==> config.mk <==
export PLATFORM = sky130hd
export DESIGN_NAME = stopwatch_ctrl_flat
export DESIGN_NICKNAME = d
export VERILOG_FILES = /design/src/rtl/stopwatch_pkg.sv /design/src/rtl/stopwatch_if.sv /design/src/rtl/stopwatch_btn_debounce.sv /design/src/rtl/stopwatch_ctrl.sv /design/src/flat_wrapper.sv
export SDC_FILE = /design/constraint.sdc
export NUM_CORES = 1
export LEC_CHECK = 0
export ABC_CLOCK_PERIOD_IN_PS = 2500
export BUFFER_PORTS_ARGS = -buffer_cell sky130_fd_sc_hd__clkbuf_2
export CAP_MARGIN = 20
export CORE_MARGIN = 5
export CORE_UTILIZATION = 40
export DETAILED_ROUTE_END_ITERATION = 6
export GPL_ROUTABILITY_DRIVEN = 0
export PLACE_DENSITY = 0.61
export REMOVE_ABC_BUFFERS = 1
export SLEW_MARGIN = 20
export SYNTH_ARGS = -nofsm -noshare
export SYNTH_HDL_FRONTEND = slang
export SYNTH_SLANG_ARGS = --single-unit
==> constraint.sdc <==
create_clock -name clk -period 2.5 [get_ports clk]
set_clock_uncertainty 0.1 [all_clocks]
set_input_delay 0.25 -clock clk [delete_from_list [all_inputs] [get_ports clk]]
set_output_delay 0.25 -clock clk [all_outputs]
set_load 0.1 [all_outputs]
==> src/rtl/stopwatch_pkg.sv <==
// Shared types and helpers for the MM:SS stopwatch controller.
package stopwatch_pkg;
  localparam int BCD_W = 4;

  typedef logic [BCD_W-1:0] bcd_t;

  typedef enum logic [1:0] {
    S_PAUSE = 2'd0,
    S_RUN   = 2'd1,
    S_ADJ   = 2'd2
  } state_e;

  localparam bcd_t SEC_TENS_MAX = 4'd5;
  localparam bcd_t ONES_MAX     = 4'd9;

  typedef struct packed {
    bcd_t digit;
    logic carry;
  } bcd_inc_t;

  typedef struct packed {
    bcd_t min_tens;
    bcd_t min_ones;
    bcd_t sec_tens;
    bcd_t sec_ones;
  } mmss_t;

  // One BCD digit step: with carry-in, wrap at max and emit carry-out.
  function automatic bcd_inc_t bcd_inc(bcd_t d, bcd_t max, logic cin);
    bcd_inc_t r;
    r.digit = d;
    r.carry = 1'b0;
    if (cin) begin
      if (d == max) begin
        r.digit = '0;
        r.carry = 1'b1;
      end else begin
        r.digit = d + bcd_t'(1);
      end
    end
    return r;
  endfunction
endpackage

==> src/rtl/stopwatch_if.sv <==
// Stopwatch controller I/O bundle: tick strobes and user inputs in,
// BCD digits, blank masks and run status out.
interface stopwatch_if;
  import stopwatch_pkg::*;

  logic tick_1hz;
  logic tick_2hz;
  logic tick_4hz;
  logic btn_pause;
  logic btn_clr;
  logic sw_adj;
  logic sw_sel;
  bcd_t min_tens;
  bcd_t min_ones;
  bcd_t sec_tens;
  bcd_t sec_ones;
  logic blank_min;
  logic blank_sec;
  logic running;

  modport master (
    output tick_1hz, tick_2hz, tick_4hz, btn_pause, btn_clr, sw_adj, sw_sel,
    input  min_tens, min_ones, sec_tens, sec_ones, blank_min, blank_sec, running
  );

  modport slave (
    input  tick_1hz, tick_2hz, tick_4hz, btn_pause, btn_clr, sw_adj, sw_sel,
    output min_tens, min_ones, sec_tens, sec_ones, blank_min, blank_sec, running
  );
endinterface

==> src/rtl/stopwatch_btn_debounce.sv <==
// Button conditioner: 2-flop synchronizer, stable-level counter, and a
// one-cycle pulse on each accepted rising edge.
module btn_debounce #(
  parameter int DB_CYCLES = 500000,
  parameter int DB_W      = 19
) (
  input  logic clk,
  input  logic rst,
  input  logic raw_i,
  output logic press_o
);
  logic            s1_q, s2_q;
  logic            level_q;
  logic            press_q;
  logic [DB_W-1:0] cnt_q;

  // Bring the raw asynchronous level into the clk domain.
  always_ff @(posedge clk) begin
    if (rst) begin
      s1_q <= 1'b0;
      s2_q <= 1'b0;
    end else begin
      s1_q <= raw_i;
      s2_q <= s1_q;
    end
  end

  // Accept a new level only after DB_CYCLES consecutive differing samples.
  always_ff @(posedge clk) begin
    if (rst) begin
      cnt_q   <= '0;
      level_q <= 1'b0;
      press_q <= 1'b0;
    end else begin
      press_q <= 1'b0;
      if (s2_q == level_q) begin
        cnt_q <= '0;
      end else if (cnt_q == DB_W'(DB_CYCLES - 1)) begin
        cnt_q   <= '0;
        level_q <= s2_q;
        press_q <= s2_q;
      end else begin
        cnt_q <= cnt_q + DB_W'(1);
      end
    end
  end

  assign press_o = press_q;
endmodule

==> src/rtl/stopwatch_ctrl.sv <==
// MM:SS stopwatch sequencing controller: run/pause/adjust FSM, BCD time
// registers, button debounce and display blank masks.
// Optional build macro STOPWATCH_BLINK_EN: blinks the selected field while
// adjusting; when undefined the blank outputs are tied low.
module stopwatch_ctrl
  import stopwatch_pkg::*;
#(
  parameter int DB_CYCLES = 500000,
  parameter int DB_W      = 19
) (
  input  logic        clk,
  input  logic        rst,
  stopwatch_if.slave  sw
);
  logic     pause_press, clr_press;
  logic     adj_s1_q, adj_s2_q, sel_s1_q, sel_s2_q;
  state_e   state_q, state_d;
  logic     run_flag_q, run_flag_d;
  logic     running_q;
  mmss_t    time_q, time_d;
  bcd_inc_t inc;

  btn_debounce #(.DB_CYCLES(DB_CYCLES), .DB_W(DB_W)) u_db_pause (
    .clk(clk), .rst(rst), .raw_i(sw.btn_pause), .press_o(pause_press)
  );

  btn_debounce #(.DB_CYCLES(DB_CYCLES), .DB_W(DB_W)) u_db_clr (
    .clk(clk), .rst(rst), .raw_i(sw.btn_clr), .press_o(clr_press)
  );

  // Switches are level inputs: synchronize only, no debounce.
  always_ff @(posedge clk) begin
    if (rst) begin
      adj_s1_q <= 1'b0;
      adj_s2_q <= 1'b0;
      sel_s1_q <= 1'b0;
      sel_s2_q <= 1'b0;
    end else begin
      adj_s1_q <= sw.sw_adj;
      adj_s2_q <= adj_s1_q;
      sel_s1_q <= sw.sw_sel;
      sel_s2_q <= sel_s1_q;
    end
  end

  // Next state: outside adjust the state always mirrors run_flag, so leaving
  // adjust simply resumes whatever run_flag says.
  always_comb begin
    run_flag_d = run_flag_q ^ pause_press;
    if (adj_s2_q)        state_d = S_ADJ;
    else if (run_flag_d) state_d = S_RUN;
    else                 state_d = S_PAUSE;
  end

  // Time datapath: clear wins over any tick; adjust wraps a field with no carry out.
  always_comb begin
    time_d = time_q;
    inc    = '0;
    if (clr_press) begin
      time_d = '0;
    end else if (state_q == S_RUN && sw.tick_1hz) begin
      inc = bcd_inc(time_q.sec_ones, ONES_MAX, 1'b1);
      time_d.sec_ones = inc.digit;
      inc = bcd_inc(time_q.sec_tens, SEC_TENS_MAX, inc.carry);
      time_d.sec_tens = inc.digit;
      inc = bcd_inc(time_q.min_ones, ONES_MAX, inc.carry);
      time_d.min_ones = inc.digit;
      inc = bcd_inc(time_q.min_tens, SEC_TENS_MAX, inc.carry);
      time_d.min_tens = inc.digit;
    end else if (state_q == S_ADJ && sw.tick_2hz) begin
      if (sel_s2_q) begin
        inc = bcd_inc(time_q.sec_ones, ONES_MAX, 1'b1);
        time_d.sec_ones = inc.digit;
        inc = bcd_inc(time_q.sec_tens, SEC_TENS_MAX, inc.carry);
        time_d.sec_tens = inc.digit;
      end else begin
        inc = bcd_inc(time_q.min_ones, ONES_MAX, 1'b1);
        time_d.min_ones = inc.digit;
        inc = bcd_inc(time_q.min_tens, SEC_TENS_MAX, inc.carry);
        time_d.min_tens = inc.digit;
      end
    end
  end

  // FSM, run flag, time registers and registered running output.
  always_ff @(posedge clk) begin
    if (rst) begin
      state_q    <= S_PAUSE;
      run_flag_q <= 1'b0;
      running_q  <= 1'b0;
      time_q     <= '0;
    end else begin
      state_q    <= state_d;
      run_flag_q <= run_flag_d;
      running_q  <= (state_d == S_RUN);
      time_q     <= time_d;
    end
  end

  assign sw.min_tens = time_q.min_tens;
  assign sw.min_ones = time_q.min_ones;
  assign sw.sec_tens = time_q.sec_tens;
  assign sw.sec_ones = time_q.sec_ones;
  assign sw.running  = running_q;

`ifdef STOPWATCH_BLINK_EN
  logic blink_q, blink_d;
  logic blank_min_q, blank_sec_q;

  always_comb begin
    if (state_d != S_ADJ)                      blink_d = 1'b0;
    else if (state_q == S_ADJ && sw.tick_4hz)  blink_d = ~blink_q;
    else                                       blink_d = blink_q;
  end

  // Blink the selected field while adjusting; cleared on leaving adjust.
  always_ff @(posedge clk) begin
    if (rst) begin
      blink_q     <= 1'b0;
      blank_min_q <= 1'b0;
      blank_sec_q <= 1'b0;
    end else begin
      blink_q     <= blink_d;
      blank_min_q <= blink_d & ~sel_s2_q;
      blank_sec_q <= blink_d &  sel_s2_q;
    end
  end

  assign sw.blank_min = blank_min_q;
  assign sw.blank_sec = blank_sec_q;
`else
  logic unused_tick4;
  assign unused_tick4  = sw.tick_4hz;
  assign sw.blank_min  = 1'b0;
  assign sw.blank_sec  = 1'b0;
`endif
endmodule

==> src/flat_wrapper.sv <==
// flat-port wrapper written by rule: the top's interface ports become plain ports
module stopwatch_ctrl_flat import stopwatch_pkg::*;
#(
  parameter int DB_CYCLES = 500000,
  parameter int DB_W      = 19
)
  (clk, rst, sw_tick_1hz, sw_tick_2hz, sw_tick_4hz, sw_btn_pause, sw_btn_clr, sw_sw_adj, sw_sw_sel, sw_min_tens, sw_min_ones, sw_sec_tens, sw_sec_ones, sw_blank_min, sw_blank_sec, sw_running);
  stopwatch_if sw_i ();
  input  logic clk;
  input  logic rst;
  input wire logic [$bits(sw_i.tick_1hz)-1:0] sw_tick_1hz;
  input wire logic [$bits(sw_i.tick_2hz)-1:0] sw_tick_2hz;
  input wire logic [$bits(sw_i.tick_4hz)-1:0] sw_tick_4hz;
  input wire logic [$bits(sw_i.btn_pause)-1:0] sw_btn_pause;
  input wire logic [$bits(sw_i.btn_clr)-1:0] sw_btn_clr;
  input wire logic [$bits(sw_i.sw_adj)-1:0] sw_sw_adj;
  input wire logic [$bits(sw_i.sw_sel)-1:0] sw_sw_sel;
  output wire logic [$bits(sw_i.min_tens)-1:0] sw_min_tens;
  output wire logic [$bits(sw_i.min_ones)-1:0] sw_min_ones;
  output wire logic [$bits(sw_i.sec_tens)-1:0] sw_sec_tens;
  output wire logic [$bits(sw_i.sec_ones)-1:0] sw_sec_ones;
  output wire logic [$bits(sw_i.blank_min)-1:0] sw_blank_min;
  output wire logic [$bits(sw_i.blank_sec)-1:0] sw_blank_sec;
  output wire logic [$bits(sw_i.running)-1:0] sw_running;
  assign sw_i.tick_1hz = sw_tick_1hz;
  assign sw_i.tick_2hz = sw_tick_2hz;
  assign sw_i.tick_4hz = sw_tick_4hz;
  assign sw_i.btn_pause = sw_btn_pause;
  assign sw_i.btn_clr = sw_btn_clr;
  assign sw_i.sw_adj = sw_sw_adj;
  assign sw_i.sw_sel = sw_sw_sel;
  assign sw_min_tens = sw_i.min_tens;
  assign sw_min_ones = sw_i.min_ones;
  assign sw_sec_tens = sw_i.sec_tens;
  assign sw_sec_ones = sw_i.sec_ones;
  assign sw_blank_min = sw_i.blank_min;
  assign sw_blank_sec = sw_i.blank_sec;
  assign sw_running = sw_i.running;
  stopwatch_ctrl #(.DB_CYCLES(DB_CYCLES), .DB_W(DB_W)) u_core (.clk(clk), .rst(rst), .sw(sw_i));
endmodule
Yosys cells after proc, flatten, opt, wreduce, memory -nomap -nowiden:

Index checks and enable logic that the tools add are counted.

* add/sub/neg operators: 6
* equality and inequality tests: 15
* muxes and demuxes: 33
* bitwise gates (word level): 5
* reduce and logical (&&, ||, !) cells: 17

Operators by type and width (number)
* $mux W5: 19
* $add A19 B1 Y19 const B: 2
* $eq A19 B19 Y1 const B: 2
* $mux W16: 2
* $add A4 B1 Y4 const B: 4
* $mux W4: 4
* $mux W8: 2
* $reduce_or A3 Y1: 4
* $eq A4 B3 Y1 const B: 2
* $eq A4 B4 Y1 const B: 2
* $reduce_and A4 Y1: 2
* $reduce_bool A2 Y1: 4
* $ne A3 B3 Y1 const B: 2
* $reduce_and A2 Y1: 3
* $mux W1: 5
* $eq A2 B1 Y1 const B: 2
* $ne A2 B2 Y1 const B: 2
* $not A1 Y1: 4
* $reduce_and A3 Y1: 1
* $eq A1 B1 Y1: 2
* $eq A2 B2 Y1 const B: 1
* $logic_and A1 B1 Y1: 2
* $mux W2: 1
* $reduce_or A2 Y1: 1
* $xor A1 B1 Y1: 1

* register bits after elaboration: 70
* input bits: 9
* output and inout port bits: 19
* logic and storage cells: 97

Depth between registers and ports, before layout:

Gate-level depths: netlist of run 1.

* word-level depth: 12
* depth in mapped cells: 7
* depth with buffers taken out: 6

Cells and area by module:

A second synthesis of run 1 with hierarchy kept.

* cells, all modules: 364
* area total of the unflattened synthesis: 3268.1 um^2

Modules (own cells, without submodules)
* stopwatch_ctrl: times used 1, cells an instance 132, area an instance 1181.1 um^2
* btn_debounce (u_core.u_db_pause): times used 1, cells an instance 117, area an instance 1057.3 um^2
* btn_debounce (u_core.u_db_clr): times used 1, cells an instance 115, area an instance 1029.7 um^2

Least setup slack after synthesis of run 1:

Ideal clock, no wire load.

* path type: register to register
* start point: reg u_core.time_q, in the netlist u_core.sw.sec_tens[0]
* end point: reg u_core.time_q, in the netlist u_core.sw.min_tens[0]
* setup time: 0.071 ns
* arrival: 2.386 ns
* data required time: 2.329 ns
* setup slack: -0.057 ns
* cell stages (with the launch flop): 7
* period minus slack after synthesis: 2.557 ns
* cells stage by stage: dfxtp_1 -> ha_1 -> and3b_1 -> clkbuf_1 -> a31oi_1 -> or4_1 -> a21oi_1

* word-level cells in the longest chain between the ends: 10

RTL lines
* start: declaration: RTL line stopwatch_ctrl.sv:20 `mmss_t time_q, time_d;`
* start signal: assignment: RTL line stopwatch_ctrl.sv:96 `time_q <= time_d;`
* $eq A4 B3 Y1: RTL line stopwatch_pkg.sv:34 `if (d == max) begin`
* $mux W1: RTL line stopwatch_pkg.sv:34
* $mux W5: RTL line stopwatch_pkg.sv:33 `if (cin) begin`
* $mux W5: RTL line stopwatch_ctrl.sv:61 `end else if (state_q == S_RUN && sw.tick_1hz) begin`
* $mux W5: RTL line stopwatch_ctrl.sv:59 `if (clr_press) begin`
* $mux W5: RTL line stopwatch_pkg.sv:33
* $mux W5: RTL line stopwatch_ctrl.sv:61
* $mux W5: RTL line stopwatch_ctrl.sv:59
* $ne A2 B2 Y1 (no line)
* $reduce_and A4 Y1 (no line)

Every way passes these cells. The select of a mux whose other input is x is not followed.
A chain may end at the register's enable or synchronous reset.

Worst setup path in the final report of run 1:

* start point: reg u_core.u_db_clr.cnt_q[9]
* end point: reg u_core.u_db_clr.cnt_q[9]

* word-level cells in the longest chain between the ends: 2
* elaborated cells between the ends (all ways): 3
* those cells by class: 1 x add/sub; 1 x eq/ne; 1 x reduce/logical

RTL lines
* start: declaration: RTL line stopwatch_btn_debounce.sv:15 `logic [DB_W-1:0] cnt_q;`
* start signal: assignment: RTL line stopwatch_btn_debounce.sv:43 `cnt_q <= cnt_q + DB_W'(1);`
* parallel branches: the longest is 2 deep, another holds $add A19 B1 Y19

Several ways; the timed one is not identified.

==> flow_summary.ini, run 1 <==
[synthesis]
ys_seq_elements = 69
synth_cell_types = 54
synth-xor-area-share_pct = 7.456
yosysMostFrequentCell = sky130_fd_sc_hd__dfxtp_1
synth_enable_flop_cells = 0
postSynthCellCount = 360
synthTopCellsByCount = sky130_fd_sc_hd__dfxtp_1 (69), sky130_fd_sc_hd__nor2_1 (44), sky130_fd_sc_hd__a21oi_1 (21), sky130_fd_sc_hd__nand2_1 (21), sky130_fd_sc_hd__nand3_1 (19)
synth_compound_area_share_pct = 11.32
synth.yosys.warnings = 0
synth_top_flop_cell = sky130_fd_sc_hd__dfxtp_1
yosys.area.top_type = sky130_fd_sc_hd__dfxtp_1
post_synth_mux_area_share_pct = 0.3156
largest_cells_by_area_after_synthesis = sky130_fd_sc_hd__dfxtp_1 (44%), sky130_fd_sc_hd__nor2_1 (5.2%), sky130_fd_sc_hd__xnor2_1 (4.7%)
synth_top_area_share_pct = 43.55
synth_top_family_by_area = simple AND/OR/NAND/NOR gates
post_synth_fa_ha_maj_area_fraction_pct = 2.367
synth_seq_area_share_pct = 43.55
synth_simple_gate_area_share_pct = 31.72
postSynthAreaPerCell_um2 = 8.811
syn-cell-area_um2 = 3172
synthArstFlopShare_pct = 0

[clock_network]
ctsLongestPathBuffers = 2
root_buffer_cell = sky130_fd_sc_hd__clkbuf_8
clock-sinks = 69
post-cts-setup-buffer-count = 0
clk_latency_ns = 0.34
cts_buffers = 9
cts_resized = 0
htreeDepth = 3
clk_pin_slew_worst_paths_ns = 0.06
cts_tree = built

[final_layout]
final_layout_size_suffix_gt1_share_pct = 12.02
final_nets = 402
layout-area-overhead-vs-synth_pct = 12.82
num_antenna_cells = 0
final_design_area_no_fill_um2 = 3578
stdcell_count = 493
postLayoutCoreUtil_pct = 46.31

[global_routing]
antenna_found_initial = 0
grt_pass1_vias = 2457
grtUsageTotal_pct = 13.62
globalRoute.totalOverflow = 0
grt_pass1_wl_mm = 11.01
pin_count_of_the_biggest_net_entering_global_routing = 19

[routing]
route.final.wire_length_mm = 6.288
antenna_violating_nets_remaining = 0
met2_wl_mm = 2.818
remaining_drc_errors = 0
drt_iter0_drc = 88
avg_vias_per_cell = 5.288
wl_met3_um = 324
drt_met1_wl_mm = 3.060
average_wire_length_per_cell_after_detail_routing_um = 12.75
drt_pre_antenna_iters = 4
dr_total_vias = 2607
maxUsedRoutingLayer = met4

[floorplan]
die_width_um = 99.05
design.portCount = 28
die_height_um = 99.05
rows = 32
starting_density_of_the_core_pct = 41.05
core_region_area_um2 = 7727
die_area_um2 = 9810

[place]
numPortBuffers = 24
post_dp_cell_area_um2 = 3376
dp_slack_ns = 0.3759
place.detailed.hpwl_mm = 4.358
dpl.cell_count = 477

[sta]
hold_viol = 0
final-setup-viol-count = 0
final_max_slew_viol_count = 0
fin_tns_setup_ns = 0
hold_ws_ns = 0.01952
max-slew-margin-rel_pct = 57.56
tightest_slew_ns = 0.6337
fmax_mhz = 473.3
rsz0062_at_grt = false
worst_slack_ns = 0.3870
finalCriticalPeriod_ns = 2.113
final.period_utilization_pct = 84.52

[critical_path]
startpoint_to_endpoint_class_of_the_critical_path = reg2reg
timing.rr.start = u_core.u_db_clr.cnt_q[9]
path_max_fanout = 18
timing.critical_path.to_type = flip-flop
critical-path-max-stage-delay_ns = 0.55
cp.required_ns = 2.61
critical_path.startpoint_type = flip-flop
slowest_stage = sky130_fd_sc_hd__or4_1
worst_ep_arrival_time_ns = 2.22
startpoint_of_the_most_critical_setup_path = u_core.u_db_clr.cnt_q[9]
cp_cell_sequence = or4_1 > or4_4 > o21ai_4 > nor2_1

[power_and_ir_drop]
share_seq_of_total_power_pct = 53.8
leakagePower_nw = 1.159
pwr_dens_nw_per_um2 = 577.2
netSwitchingFraction_pct = 20.98
report.power.total_mw = 2.065
power_report.internal_total_mw = 1.632
pwr-share-comb_pct = 2.4
power.net_switching_mw = 0.4333
clock_power_share_pct = 43.8
ir_drop_uv = 243.9

[status]
outcome = completed

[worst_hold_path]
class_of_the_most_critical_hold_timing_path = in2reg
min-delay-start = sw_sw_adj

[job]
cap_viol_max_count = 0
[worst max-delay path, delay by kind of cell, from the launching register on]
kind / cells / cell delay, ns
flops: 1 / 0.35
simple gates: 3 / 1.10
compound gates: 1 / 0.42
[final timing paths]
kind | endpoint | slack [ns] | cells after the start
setup reg to reg | u_core.u_db_clr.cnt_q[9] | 0.39 | 4
hold reg to reg | u_core.state_q[0] | 0.31 | 1
hold / removal | u_core.adj_s1_q | 0.02 | 2
setup / recovery | u_core.u_db_clr.cnt_q[9] | 0.39 | 4
[layout by cell type, fill, tap and decap left out, types with 4 or more instances in the layout]
master                     count
sky130_fd_sc_hd__nand2_1      21
sky130_fd_sc_hd__clkbuf_8     11
sky130_fd_sc_hd__nand3b_1      4
sky130_fd_sc_hd__o21ai_0      15
sky130_fd_sc_hd__xnor2_1      17
sky130_fd_sc_hd__nor4_1        5
sky130_fd_sc_hd__nand3_1      19
sky130_fd_sc_hd__ha_1          6
sky130_fd_sc_hd__dfxtp_1      69
sky130_fd_sc_hd__or4_1         7
sky130_fd_sc_hd__nor3_1       12
sky130_fd_sc_hd__clkbuf_2     24
sky130_fd_sc_hd__and3_1        5
sky130_fd_sc_hd__nor2_1       44
sky130_fd_sc_hd__nor4b_1       4
sky130_fd_sc_hd__o31ai_1       5
sky130_fd_sc_hd__nor2b_1      13
sky130_fd_sc_hd__or3_1         8
sky130_fd_sc_hd__and4_1        4
sky130_fd_sc_hd__nand4_1       9
sky130_fd_sc_hd__xor2_1       10
sky130_fd_sc_hd__inv_1        10
sky130_fd_sc_hd__a21oi_1      21
[flip-flops by register name (all words and copies together), names as in the netlist, 2 cells and up]
signal / cells
u_core.sw.sec_ones: 4
u_core.u_db_pause.cnt_q: 19
u_core.sw.sec_tens: 4
u_core.state_q: 2
u_core.u_db_clr.cnt_q: 19
u_core.sw.min_ones: 4
u_core.sw.min_tens: 4
[final cells by class]
type,instances,area (um^2)
multi-input combinational,270,1694
fill,772,4149
inverter,10,37.54
sequential,69,1381
timing repair buffer,27,145.1
clock buffer,14,162.7
clock inverter,1,30.03
tap,102,127.6
[power groups by stage]
stage	logic (mW)	registers (mW)	clock network, mW
after floorplan	0.0307	1.14	0
after global placement	0.0496	1.14	0
after detailed placement	0.0497	1.14	0
after CTS	0.0510	1.11	0.943
after global routing	0.0554	1.11	0.996
final	0.0501	1.11	0.904
[routing by layer]
metal	up-vias	GRT usage [%]
li1	1345	-
met5	-	0
met1	1209	17.19
met4	0	4.517
met2	43	21.38
met3	10	5.166
[logic make-up (layout without fill, tap and decap cells)]
kind of cell	after synthesis	in the layout
flip-flops	69	69
AND/OR/NAND/NOR	176	176
adder cells (fa/ha/maj)	6	6
buffers and inverters	22	52
XOR/XNOR	27	27
multiplexers	1	1
other	1	2
AO/OA/AOI/OAI	58	58
[what timing repair did]
| action | in CTS | in global routing |
|---|---|---|
| setup endpoints to repair | 0 | 0 |
| hold buffers | 1 | 0 |
| hold endpoints to repair | 1 | 0 |
Note: power is estimated with default switching activity, not from simulation.
==> run 2, diff against run 1 <==
- ABC_CLOCK_PERIOD_IN_PS: 2500 -> 2000
- clock period: 2.5 -> 2 ns (I/O delays scaled with it)
==> flow_summary.ini, run 2 (synthesized netlist as in run 1, its figures left out) <==
[status]
outcome = completed

[clock_network]
root_buffer_cell = sky130_fd_sc_hd__clkbuf_8
cts_tree = built
clk_latency_ns = 0.34
cts_buffers = 9
clock-sinks = 69
ctsLongestPathBuffers = 2
htreeDepth = 3
clk_pin_slew_worst_paths_ns = 0.07
post-cts-setup-buffer-count = 0

[routing]
remaining_drc_errors = 0
dr_total_vias = 2742
drt_pre_antenna_iters = 4
average_wire_length_per_cell_after_detail_routing_um = 12.75
drt_iter0_drc = 72
antenna_violating_nets_remaining = 0
avg_vias_per_cell = 5.293
route.final.wire_length_mm = 6.603

[final_layout]
reg_top3 = u_core.u_db_clr.cnt_q (19), u_core.u_db_pause.cnt_q (19)
stdcell_count = 518
most_used_cells_in_the_layout_excluding_fill_and_tap_cells = sky130_fd_sc_hd__dfxtp_1 (69), sky130_fd_sc_hd__nor2_1 (44), sky130_fd_sc_hd__clkbuf_2 (24), sky130_fd_sc_hd__buf_4 (24)
layout-area-overhead-vs-synth_pct = 19.53
layout_commonest_cell = sky130_fd_sc_hd__dfxtp_1
final_layout_size_suffix_gt1_share_pct = 17.55
final_nets = 428
final_design_area_no_fill_um2 = 3791
num_antenna_cells = 0

[sta]
tightest_slew_ns = 0.6527
final_max_slew_viol_count = 0
hold_ws_ns = 0.1058
fmax_mhz = 525.8
max-slew-margin-rel_pct = 56.09
hold_viol = 0
final-setup-viol-count = 0
finalCriticalPeriod_ns = 1.902
final.period_utilization_pct = 95.10
rsz0062_at_grt = false

[power_and_ir_drop]
share_seq_of_total_power_pct = 55.3
clock_power_share_pct = 41.8
pwr-share-comb_pct = 2.9
power.net_switching_mw = 0.5334
pwr_dens_nw_per_um2 = 662.6
power_report.internal_total_mw = 1.978
leakagePower_nw = 1.298
report.power.total_mw = 2.512
ir_drop_uv = 365.1
netSwitchingFraction_pct = 21.24

[floorplan]
die_height_um = 99.05
core_region_area_um2 = 7727
design.portCount = 28
die_area_um2 = 9810
starting_density_of_the_core_pct = 41.05
rows = 32
die_width_um = 99.05

[place]
dpl.cell_count = 500
numPortBuffers = 24
place.detailed.hpwl_mm = 4.880
post_dp_cell_area_um2 = 3561

[global_routing]
pin_count_of_the_biggest_net_entering_global_routing = 19
grtUsageTotal_pct = 13.99
globalRoute.totalOverflow = 0
grt_pass1_wl_mm = 11.33
antenna_found_initial = 0
grt_pass1_vias = 2559

[critical_path]
startpoint_to_endpoint_class_of_the_critical_path = reg2reg
cp.required_ns = 2.13
slowest_stage = sky130_fd_sc_hd__or4_1
critPathBufInv = 1
worst_path_dominant_cell_family = simple AND/OR/NAND/NOR gates
critical_path.startpoint_type = flip-flop
worst_ep_arrival_time_ns = 2.03
critical-path-max-stage-delay_ns = 0.55
cp_cell_sequence = or4_1 > or4_4 > o21ai_4 > buf_12 > nor2_1
timing.critical_path.to_type = flip-flop
path_max_fanout = 18

[worst_hold_path]
class_of_the_most_critical_hold_timing_path = in2reg

[job]
cap_viol_max_count = 0
[run 2: power by group through the flow]
stage	clock network (mW)	registers (mW)	logic, mW
after floorplan	0	1.42	0.0384
after global placement	0	1.42	0.0662
after detailed placement	0	1.42	0.0669
after CTS	1.10	1.39	0.0729
after global routing	1.15	1.39	0.0781
final	1.05	1.39	0.0719
[run 2: timing repair]
action                                 in CTS  in global routing
hold buffers                                4                  0
endpoints found under the hold margin       4                  0
resized for setup                           0                  1
setup endpoints to repair                   0                  5
[run 2: through the flow]
stage	TNS (ns)	setup slack, ns	utilization (%)
2_1_floorplan	-3.268	-0.4638	-
3_3_place_gp	0	0.1289	46.08
3_5_place_dp	0	0.09035	46.08
4_1_cts	0	0.06972	48.98
5_1_grt	0	0.01216	49.06
6_report	0	0.09807	49.06
[run 2: final timing paths]
path	start	end	slack, ns	cells after the start
max reg2reg	u_core.u_db_clr.cnt_q[12]	u_core.u_db_clr.cnt_q[12]	0.1	5
min	rst	u_core.u_db_pause.s1_q	0.11	2
min reg2reg	u_core.adj_s2_q	u_core.state_q[0]	0.31	1
max	u_core.u_db_clr.cnt_q[12]	u_core.u_db_clr.cnt_q[12]	0.1	5
[run 2: layer usage]
layer | GRT usage [%] | vias to the layer above | wire length [um]
li1 | - | 1399 | -
met1 | 16.71 | 1287 | 3027
met2 | 23.24 | 41 | 3148
met3 | 3.892 | 15 | 284
met4 | 6.408 | 0 | 143
met5 | 0 | - | 0
[run 2: final cells by class]
cell class / count / area [um^2]
clock inverter: 1 / 5.005
sequential: 69 / 1381
multi-input combinational: 270 / 1700
clock buffer: 13 / 178.9
inverter: 10 / 37.54
fill: 771 / 3936
tap: 102 / 127.6
timing repair buffer: 53 / 360.3
==> run 3, diff against run 2 <==
- ABC_CLOCK_PERIOD_IN_PS: 2000 -> 1800
- clock period: 2 -> 1.8 ns (I/O delays scaled with it)
==> flow_summary.ini, run 3 (synthesized netlist as in run 1, its figures left out) <==
[status]
outcome = finished, violations left
failing_checks = setup timing

[final_layout]
layout-area-overhead-vs-synth_pct = 28.40
num_antenna_cells = 0
final_layout_size_suffix_gt1_share_pct = 25.95
stdcell_count = 549
most_used_cells_in_the_layout_excluding_fill_and_tap_cells = sky130_fd_sc_hd__dfxtp_1 (66), sky130_fd_sc_hd__buf_4 (54), sky130_fd_sc_hd__nor2_1 (44), sky130_fd_sc_hd__clkbuf_2 (24), sky130_fd_sc_hd__a21oi_1 (21)
final_nets = 458
fillers = 735
postLayoutCoreUtil_pct = 52.70
reg_top3 = u_core.u_db_clr.cnt_q (19), u_core.u_db_pause.cnt_q (19)
layout_commonest_cell = sky130_fd_sc_hd__dfxtp_1
final_design_area_no_fill_um2 = 4073

[critical_path]
cp_cell_sequence = or4_4 > or4_4 > o21ai_4 > buf_12 > nor2_1
cp.required_ns = 1.93
path_length_in_cells_of_the_critical_path = 5
rr_worst_depth = 5
critical-path-top-cell-by-count = sky130_fd_sc_hd__or4_4
worst_path_dominant_cell_family = simple AND/OR/NAND/NOR gates
slowest_stage = sky130_fd_sc_hd__or4_4
worst_ep_arrival_time_ns = 2.00
critPathBufInv = 1
rrSetupSlack_ns = -0.07
critical_path.startpoint_type = flip-flop
startpoint_to_endpoint_class_of_the_critical_path = reg2reg
path_max_fanout = 18
critical-path-max-stage-delay_ns = 0.53
timing.critical_path.to_type = flip-flop

[place]
post_dp_cell_area_um2 = 3786
numPortBuffers = 24
place.detailed.hpwl_mm = 5.189
dpl.cell_count = 530
dp_slack_ns = -0.08550

[global_routing]
antenna_found_initial = 0
grtUsageTotal_pct = 15.02
grt_pass1_vias = 2741
pin_count_of_the_biggest_net_entering_global_routing = 19
grt_pass1_wl_mm = 12.08
globalRoute.totalOverflow = 0

[sta]
rsz0062_at_grt = true
final-setup-viol-count = 18
hold_viol = 0
finalCriticalPeriod_ns = 1.870
worst_slack_ns = -0.06988
hold_ws_ns = 0.08900
final_max_slew_viol_count = 0
tightest_slew_ns = 0.5440
max-slew-margin-rel_pct = 63.89
final.period_utilization_pct = 103.9
fmax_mhz = 534.8

[clock_network]
ctsLongestPathBuffers = 2
cts_buffers = 9
root_buffer_cell = sky130_fd_sc_hd__clkbuf_8
cts_tree = built
clk_latency_ns = 0.34
clk_pin_slew_worst_paths_ns = 0.08
clock-sinks = 69
htreeDepth = 3

[routing]
remaining_drc_errors = 0
antenna_violating_nets_remaining = 0
drt_iter0_drc = 73
dr_total_vias = 2842
drt_pre_antenna_iters = 4
avg_vias_per_cell = 5.177
route.final.wire_length_mm = 6.933
average_wire_length_per_cell_after_detail_routing_um = 12.63

[job]
cap_viol_max_count = 0

[floorplan]
design.portCount = 28
core_region_area_um2 = 7727
die_area_um2 = 9810
die_width_um = 99.05
rows = 32
die_height_um = 99.05
starting_density_of_the_core_pct = 41.05

[worst_hold_path]
min_path_cells = 2
class_of_the_most_critical_hold_timing_path = in2reg

[power_and_ir_drop]
pwr_dens_nw_per_um2 = 708.9
ir_drop_uv = 415.6
leakagePower_nw = 1.442
## run 3: cell count changes in the layout (fill, tap and decap cells not counted), moves of 2 or more
cell	previous run	this run
sky130_fd_sc_hd__buf_4	24	54
sky130_fd_sc_hd__ha_2	0	2
sky130_fd_sc_hd__ha_1	6	4
sky130_fd_sc_hd__nor4b_2	0	3
sky130_fd_sc_hd__dfxtp_2	0	3
sky130_fd_sc_hd__nor4b_1	4	1
sky130_fd_sc_hd__clkbuf_8	13	10
sky130_fd_sc_hd__dfxtp_1	69	66
sky130_fd_sc_hd__clkinvlp_4	0	3
## run 3: timing repair
action                     in CTS  in global routing
setup endpoints to repair      18                 43
hold buffers                    4                  0
buffers inserted                0                  0
gates resized for setup         1                 13
hold endpoints to repair        4                  0
## run 3: area by class of cell
type	instances	area, um^2	area share, %
Sequential cell	69	1385	34.01
Inverter	10	37.54	0.9217
Timing Repair Buffer	83	585.6	14.38
Multi-Input combinational cell	270	1738	42.67
Clock inverter	5	61.31	1.505
Tap cell	102	127.6	3.134
Clock buffer	10	137.6	3.379
## run 3: metal layers
metal	part of all wire, %	GRT usage, %
met1	45	18.11
met2	48	25.10
met3	4.9	5.237
met4	1.6	4.622
met5	0	0
## run 3: where the power goes
| group | switching, mW | leakage [nW] | internal (mW) |
|---|---|---|---|
| Combinational | 0.0534 | 0.792 | 0.0287 |
| Sequential | 0.00577 | 0.559 | 1.54 |
| Clock | 0.591 | 0.0906 | 0.672 |
## run 3: worst register-to-register path, stage by stage, from the launching register on
cell	delay (ns)
sky130_fd_sc_hd__dfxtp_1	0.31
sky130_fd_sc_hd__or4_4	0.53
sky130_fd_sc_hd__or4_4	0.45
sky130_fd_sc_hd__o21ai_4	0.16
sky130_fd_sc_hd__buf_12	0.16
sky130_fd_sc_hd__nor2_1	0.06
## run 3: path summary, 6_finish.rpt
| kind | startpoint | to |
|---|---|---|
| worst max-delay path | u_core.u_db_clr.cnt_q[12] | u_core.u_db_clr.cnt_q[3] |
| worst min-delay path | rst | u_core.u_db_clr.level_q |
| worst max register to register | u_core.u_db_clr.cnt_q[12] | u_core.u_db_clr.cnt_q[3] |
| worst min register to register | u_core.adj_s2_q | u_core.state_q[0] |
## run 3: stage by stage
| stage | power [mW] | TNS (ns) |
|---|---|---|
| floorplan | 1.623 | -9.708 |
| global placement | 1.652 | -1.026 |
| detailed placement | 1.653 | -1.401 |
| CTS | 2.936 | -1.240 |
| global route | 3.024 | -1.950 |
| finish | 2.887 | -1.084 |
